[src/rtl/neuron_accum.sv]
// Neuron accumulator: sums N_TERMS signed products, adds a bias, rescales,
// optionally rectifies, and saturates to a signed activation.
module neuron_accum #(
    parameter int IN_WIDTH  = 32,
    parameter int ACC_WIDTH = 40,
    parameter int OUT_WIDTH = 16,
    parameter int N_TERMS   = 4,
    parameter int BIAS      = 0,
    parameter int SHIFT     = 0,
    parameter bit RELU      = 1'b1
) (
    input  logic                 clk,
    input  logic                 rst_n,
    input  logic                 in_valid,
    output logic                 in_ready,
    input  logic [IN_WIDTH-1:0]  in_data,
    output logic                 out_valid,
    input  logic                 out_ready,
    output logic [OUT_WIDTH-1:0] out_data,
    output logic                 out_sat,
    output logic                 busy
);

    localparam int CW = (N_TERMS > 1) ? $clog2(N_TERMS) : 1;
    localparam logic signed [ACC_WIDTH-1:0] BIAS_EXT = ACC_WIDTH'(BIAS);
    localparam logic signed [ACC_WIDTH-1:0] OUT_MAX =
        {{(ACC_WIDTH-OUT_WIDTH+1){1'b0}}, {(OUT_WIDTH-1){1'b1}}};
    localparam logic signed [ACC_WIDTH-1:0] OUT_MIN =
        {{(ACC_WIDTH-OUT_WIDTH+1){1'b1}}, {(OUT_WIDTH-1){1'b0}}};

    // The accumulator must hold N_TERMS worst-case products plus the bias.
    generate
        if (ACC_WIDTH < IN_WIDTH + $clog2(N_TERMS) + 2 || ACC_WIDTH < OUT_WIDTH
            || N_TERMS < 1) begin : g_bad_params
            $error("neuron_accum: ACC_WIDTH too small or N_TERMS < 1");
        end
    endgenerate

    typedef enum logic {ACCUM = 1'b0, RESULT = 1'b1} state_t;

    state_t                        state, state_next;
    logic signed [ACC_WIDTH-1:0]   acc;
    logic [CW-1:0]                 count;
    logic signed [ACC_WIDTH-1:0]   in_ext;
    logic signed [ACC_WIDTH-1:0]   sum;
    logic signed [ACC_WIDTH-1:0]   shifted;
    logic signed [ACC_WIDTH-1:0]   rect;
    logic signed [ACC_WIDTH-1:0]   clamped;
    logic                          clamp_hit;
    logic                          in_fire;
    logic                          out_fire;
    logic                          last_beat;

    // Handshake: a beat transfers on in_valid && in_ready, a result on
    // out_valid && out_ready; in_ready never depends on in_valid.
    assign in_ready  = (state == ACCUM) || out_ready;
    assign in_fire   = in_valid && in_ready;
    assign out_valid = (state == RESULT);
    assign out_fire  = out_valid && out_ready;
    assign last_beat = (count == CW'(N_TERMS - 1));
    assign busy      = (count != '0) || out_valid;

    assign in_ext  = {{(ACC_WIDTH-IN_WIDTH){in_data[IN_WIDTH-1]}}, in_data};
    assign sum     = acc + in_ext;
    assign shifted = sum >>> SHIFT;

    always_comb begin
        rect      = shifted;
        clamped   = '0;
        clamp_hit = 1'b0;
        if (RELU && shifted < 0) begin
            rect = '0;
        end
        // ReLU zeroing happens before the clamp, so it never flags saturation.
        if (rect > OUT_MAX) begin
            clamped   = OUT_MAX;
            clamp_hit = 1'b1;
        end else if (rect < OUT_MIN) begin
            clamped   = OUT_MIN;
            clamp_hit = 1'b1;
        end else begin
            clamped = rect;
        end
    end

    always_comb begin
        state_next = state;
        if (in_fire && last_beat) begin
            state_next = RESULT;
        end else if (out_fire) begin
            state_next = ACCUM;
        end
    end

    always_ff @(posedge clk or negedge rst_n) begin
        if (!rst_n) begin
            state    <= ACCUM;
            acc      <= BIAS_EXT;
            count    <= '0;
            out_data <= '0;
            out_sat  <= 1'b0;
        end else begin
            state <= state_next;
            if (in_fire) begin
                if (last_beat) begin
                    acc      <= BIAS_EXT;
                    count    <= '0;
                    out_data <= clamped[OUT_WIDTH-1:0];
                    out_sat  <= clamp_hit;
                end else begin
                    acc   <= sum;
                    count <= count + CW'(1);
                end
            end
        end
    end

endmodule

[config.mk]
export PLATFORM = sky130hd
export DESIGN_NAME = neuron_accum
export DESIGN_NICKNAME = d
export VERILOG_FILES = /design/src/rtl/neuron_accum.sv
export SDC_FILE = /design/constraint.sdc
export NUM_CORES = 1
export LEC_CHECK = 0
export BUFFER_PORTS_ARGS = -buffer_cell sky130_fd_sc_hd__buf_2
export CAP_MARGIN = 20
export CORE_MARGIN = 2
export CORE_UTILIZATION = 30
export DETAILED_ROUTE_END_ITERATION = 6
export HOLD_SLACK_MARGIN = 0.12
export SLEW_MARGIN = 20
export SYNTH_ARGS = -nofsm -noshare
export SYNTH_HDL_FRONTEND = slang
export SYNTH_SLANG_ARGS = --single-unit
[constraint.sdc]
create_clock -name clk -period 3.62 [get_ports clk]
set_clock_uncertainty 0.15 [all_clocks]
set_input_delay 0.181 -clock clk [delete_from_list [all_inputs] [get_ports clk]]
set_output_delay 0.181 -clock clk [all_outputs]
set_load 0.01 [all_outputs]
# Yosys cells after proc, flatten, opt, wreduce, memory -nomap -nowiden
# Cells that the tools add are included.
# W data, S select, Z words.
[totals]
elab_cells = 29
inputBits = 36
register_bits = 60
[classes]
n_reduce_logical = 8
mux = 9
bitwise = 1
magnitude_cmp = 3
addsub = 2
eq_ne = 1
[ops]
columns = ["operator", "n"]
rows = [
  ["$mux W40", 2],
  ["$add A40 B32 Y40", 1],
  ["$gt A40 B16 Y1 const B", 1],
  ["$lt A40 B1 Y1 const B", 1],
  ["$lt A40 B16 Y1 const B", 1],
  ["$mux W16", 2],
  ["$mux W1", 4],
  ["$reduce_bool A2 Y1", 2],
  ["$logic_and A1 B1 Y1", 3],
  ["$add A2 B1 Y2 const B", 1],
  ["$eq A2 B2 Y1 const B", 1],
  ["$logic_or A1 B1 Y1", 2],
  ["$mux W2", 1],
  ["$reduce_and A2 Y1", 1],
  ["$not A1 Y1", 1],
]

# Depth between registers and ports, before layout
# Gate-level depths: netlist (run 1).
[logic_depth]
word_depth = 6
depth_mapped = 12
depth_no_buf = 11

# Least setup slack after synthesis (run 1)
# No wires, ideal clock.
[synth_timing]
path_type = "register to register"
startpoint = "reg acc[0]"
endpoint = "reg out_data[6]"
arrival_ps = 3229
required_ps = 3316
path_slack_ps = 87
period_less_slack_ps = 3533
setup_time_ps = 154
path_stages_with_launch = 13
path_cell_list = "dfrtp_1 -> ha_1 -> fa_1 -> a21o_1 -> a221o_1 -> a211oi_2 -> nor4bb_1 -> or4b_4 -> nand3_2 -> o211ai_2 -> nor4_4 -> buf_6 -> a41oi_2"
[synth_between]
elab_chain_cells = 6
word_cells_on_any_way = 7
cone_classes = "1 x add/sub; 3 x order compare; 3 x mux"
[synth_lines]
columns = ["item", "line", "rtl"]
rows = [
  ["from (decl)", "42", "logic signed [ACC_WIDTH-1:0] acc;"],
  ["from (signal assigned)", "111", "acc <= sum;"],
  ["$add A40 B32 Y40 (*)", "64", "assign sum = acc + in_ext;"],
  ["$lt A40 B1 Y1", "71", "if (RELU && shifted < 0) begin"],
  ["$mux W40 (*)", "71", ""],
  ["$lt A40 B16 Y1", "78", "end else if (rect < OUT_MIN) begin"],
  ["$mux W16", "78", ""],
  ["$mux W16 (*)", "75", "if (rect > OUT_MAX) begin"],
  ["to (signal assigned)", "108", "out_data <= clamped[OUT_WIDTH-1:0];"],
  ["to (decl)", "19", "output logic [OUT_WIDTH-1:0] out_data,"],
]
# Every way passes the cells marked *; elsewhere a longest branch is shown, timed or not.
# A chain may end at the register's enable or synchronous reset.

# Worst setup path after layout (run 1)
[layout_timing]
startpoint = "reg acc[0]"
endpoint = "reg out_data[4]"
# Same word-level chain as after synthesis.

==> metrics.txt, run 1 <==
asr flop ratio synth=1.00; first-pass GRT wire length=25,200 um; routed wire length=15,700 um; most area-hungry cell type in the Yosys netlist=dfrtp_1; CTS Buf Count=9; Boundary Pins=56; Top Metal Used=met4; Routed WL per cell=17.3 um; crit path launch type=register; number of synthesized flops with an enable pin=0; net count after synthesis=661; Crit Path Class=reg2reg; Skew-Pair Late Insertion Delay=340 ps; clock sinks=60; Worst Hold Slack=146 ps; Placer Congestion=0.863; Post-Syn Area=4950 um^2; register area share after synthesis=0.303; Post-Synthesis Cells=583; Initial Util=0.309; PD cells=972 nW/um^2; Final setup viols=0; Synth Flop Type=dfrtp_1; Max-Cap Viols=0; vias in the first global route=roughly 4.7k; Cell Chain, Critical Path=ha_4, fa_2, a21o_1, a221o_1, a211oi_4, nor4bb_2, or4b_4, nand3_2, o211ai_2, nor4_4, buf_4, clkbuf_16, a41oi_2; fin nets=765; worst stage delay on the critical path=530 ps; Crit Path Max Fanout=8; Yosys warning total=0; Reg clk slew, reported paths=60 ps; worst slew pin tran=between 900 and 1000 ps; Crit. End Element=register; met2 WL post-DR=around 7300 um; TritonCTS clock tree=built; Die Wd=132 um; Via density=5.48; vias=between 4k and 5k; grt ovf=0; ANT nets after route=0; post-layout min period=3580 ps; post-synth cell types=66; Syn Area/Cell=8.49 um^2; DPL Wire Length=11,700 um; # port buffers=55; commonest non-fill, non-tap cell in the layout=nand2_1; unrepaired setup endpoints after global routing=true; die area=17,500 um^2; DRT iter0 DRCs=roughly 290; slowest CP cell=or4b_4; WP data arrival=3620 ps; DRT Pass-1 Iters=5; # DRC=0; Setup WS pre-CTS=-91.3 ps; final worst slack=41.9 ps; Fmax=279 MHz; Slew Limit Headroom=0.340; Clock Tree Buf Depth=2; Tot GR Track Use=0.178; M1 WL=7450 um; Layout area overhead=31.3%; Bufs and invs on worst path=2; Die H=roughly 130 um; top cell type's share of synthesized area=0.303; Placed Instances=875; pins over their slew limit=0; largest net degree at the start of global routing=35; # diodes=0; outcome=complete, no violations; main area contributors after synthesis=dfrtp_1 (30%), ha_1 (10%), nand2_1 (5.2%); period utilization=0.988; most frequent cells in the layout=nand2_1 (69), dfrtp_1 (60), buf_4 (60); Fin. Hold Viols=0; non-filler cells, final=908; Hold Crit Class=in2reg; initial antenna violation count=0; Data required, critical path=around 3700 ps; met3 wire length=710 um; Leak Pwr=2.90 nW; Core Rows=46; layout cells sized above 1=0.262; Top delay family on crit path=compound AO/OA/AOI/OAI gates; maximum VDD drop=437 uV; H-tree depth reported by CTS=3; Seq cells post-synth=60; core area=16,000 um^2; Root Buffer=clkbuf_16
-- cells in the mapped netlist (3+ instances only) --
cell       count
o21ai_0       49
dfrtp_1       60
o31ai_1        7
xor2_1        14
nor2b_1        6
xnor2_1       15
nor3_1        13
a32o_1         4
clkbuf_1      26
a22o_1         7
a41oi_1       15
nand3_1       13
nor2_1        31
and3_1         6
or3_1          4
inv_1         10
a21boi_0       6
o2111ai_1      5
ha_1          41
nand2_1       69
o21a_1         8
a21o_1        16
o21ai_1        3
nand4_1        7
nand2b_1       7
a31oi_1        4
a21oi_1       50
a211oi_1      22
or2_2          5
buf_2          3
and2_1         6
mux2i_1        4
o211ai_1       8
-- repair_timing --
item                                    in CTS  in global routing
hold buffers                                 2                  0
endpoints found under the setup margin      16                 16
endpoints found under the hold margin       27                  0
gates resized for setup                      8                 24
setup buffers                                7                  6
pin swaps                                    9                 14
cloned                                       1                  1
-- worst min-delay path: stages --
cell and delay, ps:
buf_2 110, ha_4 120, inv_1 40, a41oi_1 130
-- per-stage QoR --
stage / utilization / power [mW] / area, um^2 / TNS (ps)
after CTS: 0.392 / 6.05 / 6270 / -792
after floorplan: - / 3.63 / 4950 / 0
final: 0.406 / 6.31 / 6500 / 0
after global routing: 0.406 / 6.79 / 6500 / -549
after global placement: 0.361 / 4.88 / 5780 / -1680
after detailed placement: 0.362 / 4.89 / 5790 / -1120
-- state kept, by name (all words and copies together), names as in the netlist --
signal	cells
count	2
out_sat	1
out_data	16
acc	40
out_valid	1
-- final timing paths --
| path | cells after the start | end | from | slack [ps] |
|---|---|---|---|---|
| worst max-delay path | 13 | out_data[4]$_DFFE_PN0P_ | acc[0]$_DFFE_PN0P_ | 40 |
| worst max register to register | 13 | out_data[4]$_DFFE_PN0P_ | acc[0]$_DFFE_PN0P_ | 40 |
| max in group asynchronous | 3 | acc[39]$_DFFE_PN0P_ | rst_n | 2070 |
| worst min-delay path | 4 | out_data[0]$_DFFE_PN0P_ | in_data[0] | 150 |
| worst min register to register | 1 | out_data[15]$_DFFE_PN0P_ | out_data[15]$_DFFE_PN0P_ | 330 |
| min in group asynchronous | 2 | acc[13]$_DFFE_PN0P_ | rst_n | 310 |
-- report_power, final --
group          leakage, nW  switching, mW  internal, mW  total [mW]
Sequential           0.756          0.188         0.978        1.17
Combinational         1.98           2.37          1.77        4.14
Clock                0.167          0.330         0.674        1.00
Total                 2.90           2.89          3.42        6.31
-- area by class of cell --
class                      instances  area [um^2]
timing repair buffer             123          870
sequential                        60         1500
clock inverter                     6          113
clock buffer                      10          229
tap                              216          270
inverter                          10         37.5
multi-input combinational        483         3480
fill                            1682         9500
-- cell families (layout without fill, tap and decap cells) --
kind of cell	after synthesis	after routing	synth area share
xor+xnor	29	29	0.0513
simple gates	180	180	0.181
flops	60	60	0.303
compound gates	227	227	0.314
mux	5	5	0.0104
fa+ha+maj	42	42	0.108
buf+inv	40	149	0.0326
-- metal layers --
metal / up-vias / global-route usage
met3: 21 / 0.0360
met1: 2390 / 0.246
li1: 2426 / -
met2: 143 / 0.288
met5: - / 0
met4: 0 / 0.0406
Power figures use the tool's default switching activity.
==> run 2: changes to the inputs <==
- CORE_UTILIZATION: 30 -> 44
- PLACE_DENSITY: unset -> 0.65
==> run 2 against run 1 <==
The flow now finishes with violations (setup timing). Utilization up 15 points. Wire length decreased by 2.9%. Highest routed layer unchanged. Critical endpoint is now out_data[2]$_DFFE_PN0P_. Final cell count is 11% lower. Non-clock buffer count decreased by 21. Worst hold slack gained 32 ps. Global-route usage up 8.2 points. Sequential share of layout area grew 1.7 points.
==> metrics.txt, run 2 (synthesis gave the netlist of run 1 again) <==
Leak Pwr=~2.7 nW; worst slew pin tran=979 ps; routed wire length=15,200 um; vias in the first global route=4,940; Clock Tree Buf Depth=2; PD cells=945 nW/um^2; setup_tns=-1210 ps; Routed WL per cell=18.8 um; Tot GR Track Use=0.260; clock sinks=60; R2R cell count=14; # DRC=0; Hold Crit Depth=4; pins over their slew limit=0; Fmax=270 MHz; period utilization=1.02; max FFs per register=40; GR peak layer=met2; Cell Chain, Critical Path=ha_2, fa_2, a21o_1, a221o_1, a211oi_4, buf_4, o41ai_2, xor2_1, a211oi_2, o2111ai_2, nor3b_4, buf_6, buf_12, a41oi_2; outcome=complete, but fails checks; Crit Path Max Fanout=8; grt ovf=0; DRT Pass-1 Iters=5; Reg clk slew, reported paths=80 ps; CTS Buf Count=9; Hold Crit Class=in2reg; Crit Path Class=reg2reg; maximum VDD drop=427 uV; commonest non-fill, non-tap cell in the layout=nand2_1; Die H=around 110 um; die area=12,100 um^2; worst stage delay on the critical path=around 390 ps; Root Buffer=clkbuf_8; Skew-Pair Late Insertion Delay=360 ps; # diodes=0; core area=10,900 um^2; Via density=6.21; slowest CP cell=dfrtp_1; most frequent cells in the layout=nand2_1 (69), dfrtp_1 (60), buf_2 (55); largest net degree at the start of global routing=33; post-layout min period=3710 ps; WP data arrival=3770 ps; Slew Limit Headroom=0.345; GRT met3 Usage=0.0517; non-filler cells, final=roughly 810; DPL Wire Length=approximately 11,000 um; ANT nets after route=0; layout cells sized above 1=0.234; Placed Instances=781; largest registers=acc: 40 flops, out_data: 16 flops, count: 2 flops; Layout area overhead=22.5%; routing usage on met2=0.417; Boundary Pins=56; Initial Util=0.454; Die Wd=110 um; crit path launch type=register; Placer Congestion=0.954; Fin. Hold Viols=0; final worst slack=-89.5 ps; Final setup viols=16; failing checks=setup timing; unrepaired setup endpoints after global routing=true; TritonCTS clock tree=built; # port buffers=55; Core Rows=38; H-tree depth reported by CTS=3; vias=5,034; met1 usage=0.348; Worst Hold Slack=approximately 180 ps; initial antenna violation count=0; Crit. End Element=register; first-pass GRT wire length=24,200 um; DRT iter0 DRCs=323; Max-Cap Viols=0; Biggest register=acc; fin nets=~740; Data required, critical path=3680 ps
## run 2: report_power, final
part | switching (mW) | leakage, nW | internal, mW
Clock | 0.305 | 0.0918 | 0.338
Combinational | 2.32 | 1.89 | 1.60
Sequential | 0.184 | 0.756 | 0.976
Total | 2.81 | 2.74 | 2.92
## run 2: final cells by class
type	count	area [um^2]
Tap cell	140	175
Fill cell	984	4830
Inverter	10	37.5
Clock inverter	5	61.3
Clock buffer	11	141
Sequential cell	60	1500
Multi-Input combinational cell	483	3440
Timing Repair Buffer	102	701
## run 2: worst max-delay path: cells and delay by family, from the launching register on
kind / cells / cell delay [ps]
buffers and inverters: 3 / 440
adder cells (fa/ha/maj): 2 / 540
AO/OA/AOI/OAI: 7 / 1620
AND/OR/NAND/NOR: 1 / 220
flip-flops: 1 / 390
XOR/XNOR: 1 / 190
## run 2: worst paths after layout
path | startpoint | end | slack [ps]
min | in_data[0] | out_data[0]$_DFFE_PN0P_ | 180
max | acc[0]$_DFFE_PN0P_ | out_data[2]$_DFFE_PN0P_ | -90
max in group asynchronous | rst_n | acc[3]$_DFFE_PN0P_ | 2130
max reg2reg | acc[0]$_DFFE_PN0P_ | out_data[2]$_DFFE_PN0P_ | -90
min reg2reg | acc[14]$_DFFE_PN0P_ | acc[14]$_DFFE_PN0P_ | 340
min in group asynchronous | rst_n | acc[16]$_DFFE_PN0P_ | 280
## run 2: through the flow
step	setup WS (ps)	total power, mW	utilization	cell area [um^2]
floorplan	87.0	3.63	-	4950
global placement	-76.5	4.64	0.509	5550
detailed placement	-81.5	4.71	0.509	5550
CTS	-65.3	5.40	0.531	5780
global route	-189	6.18	0.557	6060
finish	-89.5	5.73	0.557	6060
## run 2: what timing repair did
item                       CTS  global route
pin swaps                    1            11
gates resized for setup      2            31
hold buffers                 2             0
hold endpoints to repair    32             0
gates cloned                 0             2
setup buffers                0             9
setup endpoints to repair   16            16
## run 2: metal layers
metal  vias to the layer above  part of all wire
met2                       196              0.46
met5                         -                 0
met4                         0             0.028
met3                        36             0.063
met1                      2426              0.45
li1                       2376                 -
==> run 3: changes to the inputs <==
- CORE_UTILIZATION: 44 -> 54
- PLACE_DENSITY: 0.65 -> 0.77
==> run 3 against run 2 <==
The flow now finishes without violations. Highest routed layer unchanged. Combinational power fell by 3%. Largest power group unchanged. Fmax rose by 4.6%. Final cell count fell by 5.8%. Sequential cell count did not move. Wire length fell by 3.9%. Critical path type unchanged. Sequential share of layout area rose by 0.76 points. Setup slack improved by 160 ps. Register-to-register slack improved by 160 ps. Final area fell by 3.0%. Worst hold slack improved by 54 ps. Count of clock-buffer cells in the layout fell by 2.
==> metrics.txt, run 3 (synthesis gave the netlist of run 1 again) <==
crit path launch type=register; Core Rows=34; Comb pwr share=0.684; Placed Instances=740; Switching Share=0.506; H-tree depth reported by CTS=3; ANT nets after route=0; # diodes=0; routed wire length=~15,000 um; Reg2Reg Setup Slack=70 ps; commonest non-fill, non-tap cell in the layout=nand2_1; Leak Pwr=2.63 nW; Pint=between 2 and 3 mW; Worst Hold Slack=231 ps; Root Buffer=clkbuf_8; Skew-Pair Late Insertion Delay=around 360 ps; max FFs per register=40; TritonCTS clock tree=built; Routed WL per cell=19.2 um; reg2reg start=acc[10]$_DFFE_PN0P_; grt ovf=0; R2R cell count=12; Placer Congestion=1.00; initial antenna violation count=0; clock power share=0.106; # port buffers=55; Via density=6.51; DPL Wire Length=10,700 um; pins over their slew limit=0; first-pass GRT wire length=~23,000 um; non-filler cells, final=between 700 and 800; outcome=complete, no violations; largest registers=acc: 40 flops, out_data: 16 flops, count: 2 flops; Crit Path Class=reg2reg; CTS Buf Count=9; net switching power=2.81 mW; WP data arrival=3610 ps; die area=9940 um^2; DRT Pass-1 Iters=5; clock sinks=60; Initial Util=0.562; Boundary Pins=56; layout cells sized above 1=0.223; DRT iter0 DRCs=322; Crit. End Element=register; Final setup viols=0; setup_tns=0 ps; Layout area overhead=18.9%; maximum VDD drop=422 uV; Data required, critical path=3680 ps; post-layout min period=3550 ps; Die H=99.7 um; PD cells=946 nW/um^2; reg-to-reg critical path endpoint=out_data[11]$_DFFE_PN0P_; Fmax=282 MHz; Max-Cap Viols=0; # DRC=0; Crit Path Max Fanout=8; period utilization=0.980; Clock Tree Buf Depth=2; Reg clk slew, reported paths=90 ps; vias=about 5.0k; vias in the first global route=4,686; most frequent cells in the layout=nand2_1 (69), dfrtp_1 (60), buf_2 (54); worst slew pin tran=1040 ps; Design Power=about 5.6 mW; Hold Crit Class=in2async; share of power burned in registers=0.209; fin nets=729; core area=between 8000 and 9000 um^2; Tot GR Track Use=0.291; Biggest register=acc; Die Wd=99.7 um; Fin. Hold Viols=0; Slew Limit Headroom=0.303; largest net degree at the start of global routing=49
==> run 3: metal layers <==
| layer | up-vias | GRT usage | share of wire |
|---|---|---|---|
| met3 | 22 | 0.0415 | 0.063 |
| li1 | 2357 | - | - |
| met2 | 214 | 0.458 | 0.47 |
| met5 | - | 0 | 0 |
| met1 | 2377 | 0.415 | 0.45 |
| met4 | 0 | 0.0896 | 0.016 |
==> run 3: worst max path at each step <==
| stage | from | endpoint | slack, ps | depth (start not counted) |
|---|---|---|---|---|
| after CTS | acc[0]$_DFFE_PN0P_ | out_data[1]$_DFFE_PN0P_ | 20 | 13 |
| after global routing | acc[10]$_DFFE_PN0P_ | out_data[11]$_DFFE_PN0P_ | -90 | 12 |
| after global placement | acc[0]$_DFFE_PN0P_ | out_data[13]$_DFFE_PN0P_ | 30 | 13 |
| after floorplan | acc[0]$_DFFE_PN0P_ | out_data[6]$_DFFE_PN0P_ | 90 | 12 |
| final | acc[10]$_DFFE_PN0P_ | out_data[11]$_DFFE_PN0P_ | 70 | 12 |
| after detailed placement | acc[0]$_DFFE_PN0P_ | out_data[1]$_DFFE_PN0P_ | -20 | 13 |
==> run 3: power by group through the flow <==
stage,Combinational (mW),Sequential [mW],Clock [mW]
after global placement,3.39,1.16,0
after floorplan,2.47,1.16,0
final,3.81,1.16,0.592
after detailed placement,3.47,1.17,0
after CTS,3.50,1.16,0.596
after global routing,4.16,1.20,0.625
==> run 3: worst max-delay path, stage by stage (launching register included) <==
cell and delay [ps]:
dfrtp_1 390, ha_1 430, nand2_1 210, nor3_1 340, a21oi_2 160, a21bo_2 250
a21o_1 180, a21boi_0 510, o211ai_2 180, nor4_4 140, buf_4 180, clkbuf_16 150
a41oi_1 130
==> run 3: cell type report <==
| cell class | count | area (um^2) |
|---|---|---|
| multi-input cells | 483 | 3460 |
| fillers | 739 | 2930 |
| flip-flops and latches | 60 | 1500 |
| repair buffers | 87 | 568 |
| well taps | 108 | 135 |
| clock buffers | 9 | 124 |
| clock inverters | 7 | 56.3 |
| inverters | 10 | 37.5 |
==> run 3: repair_timing <==
item / 4_1_cts / 5_1_grt
endpoints found under the setup margin: 15 / 16
pin swaps: 1 / 9
cloned: 0 / 1
hold buffers: 3 / 0
gates resized for setup: 0 / 35
setup buffers: 0 / 5
hold endpoints to repair: 49 / 0
==> run 3: stage by stage <==
stage,area [um^2],utilization,setup WS [ps]
after floorplan,4950,-,87.0
after detailed placement,5440,0.618,-19.6
after CTS,5650,0.642,22.6
after global placement,5440,0.618,25.7
after global routing,5880,0.668,-94.0
final,5880,0.668,74.2
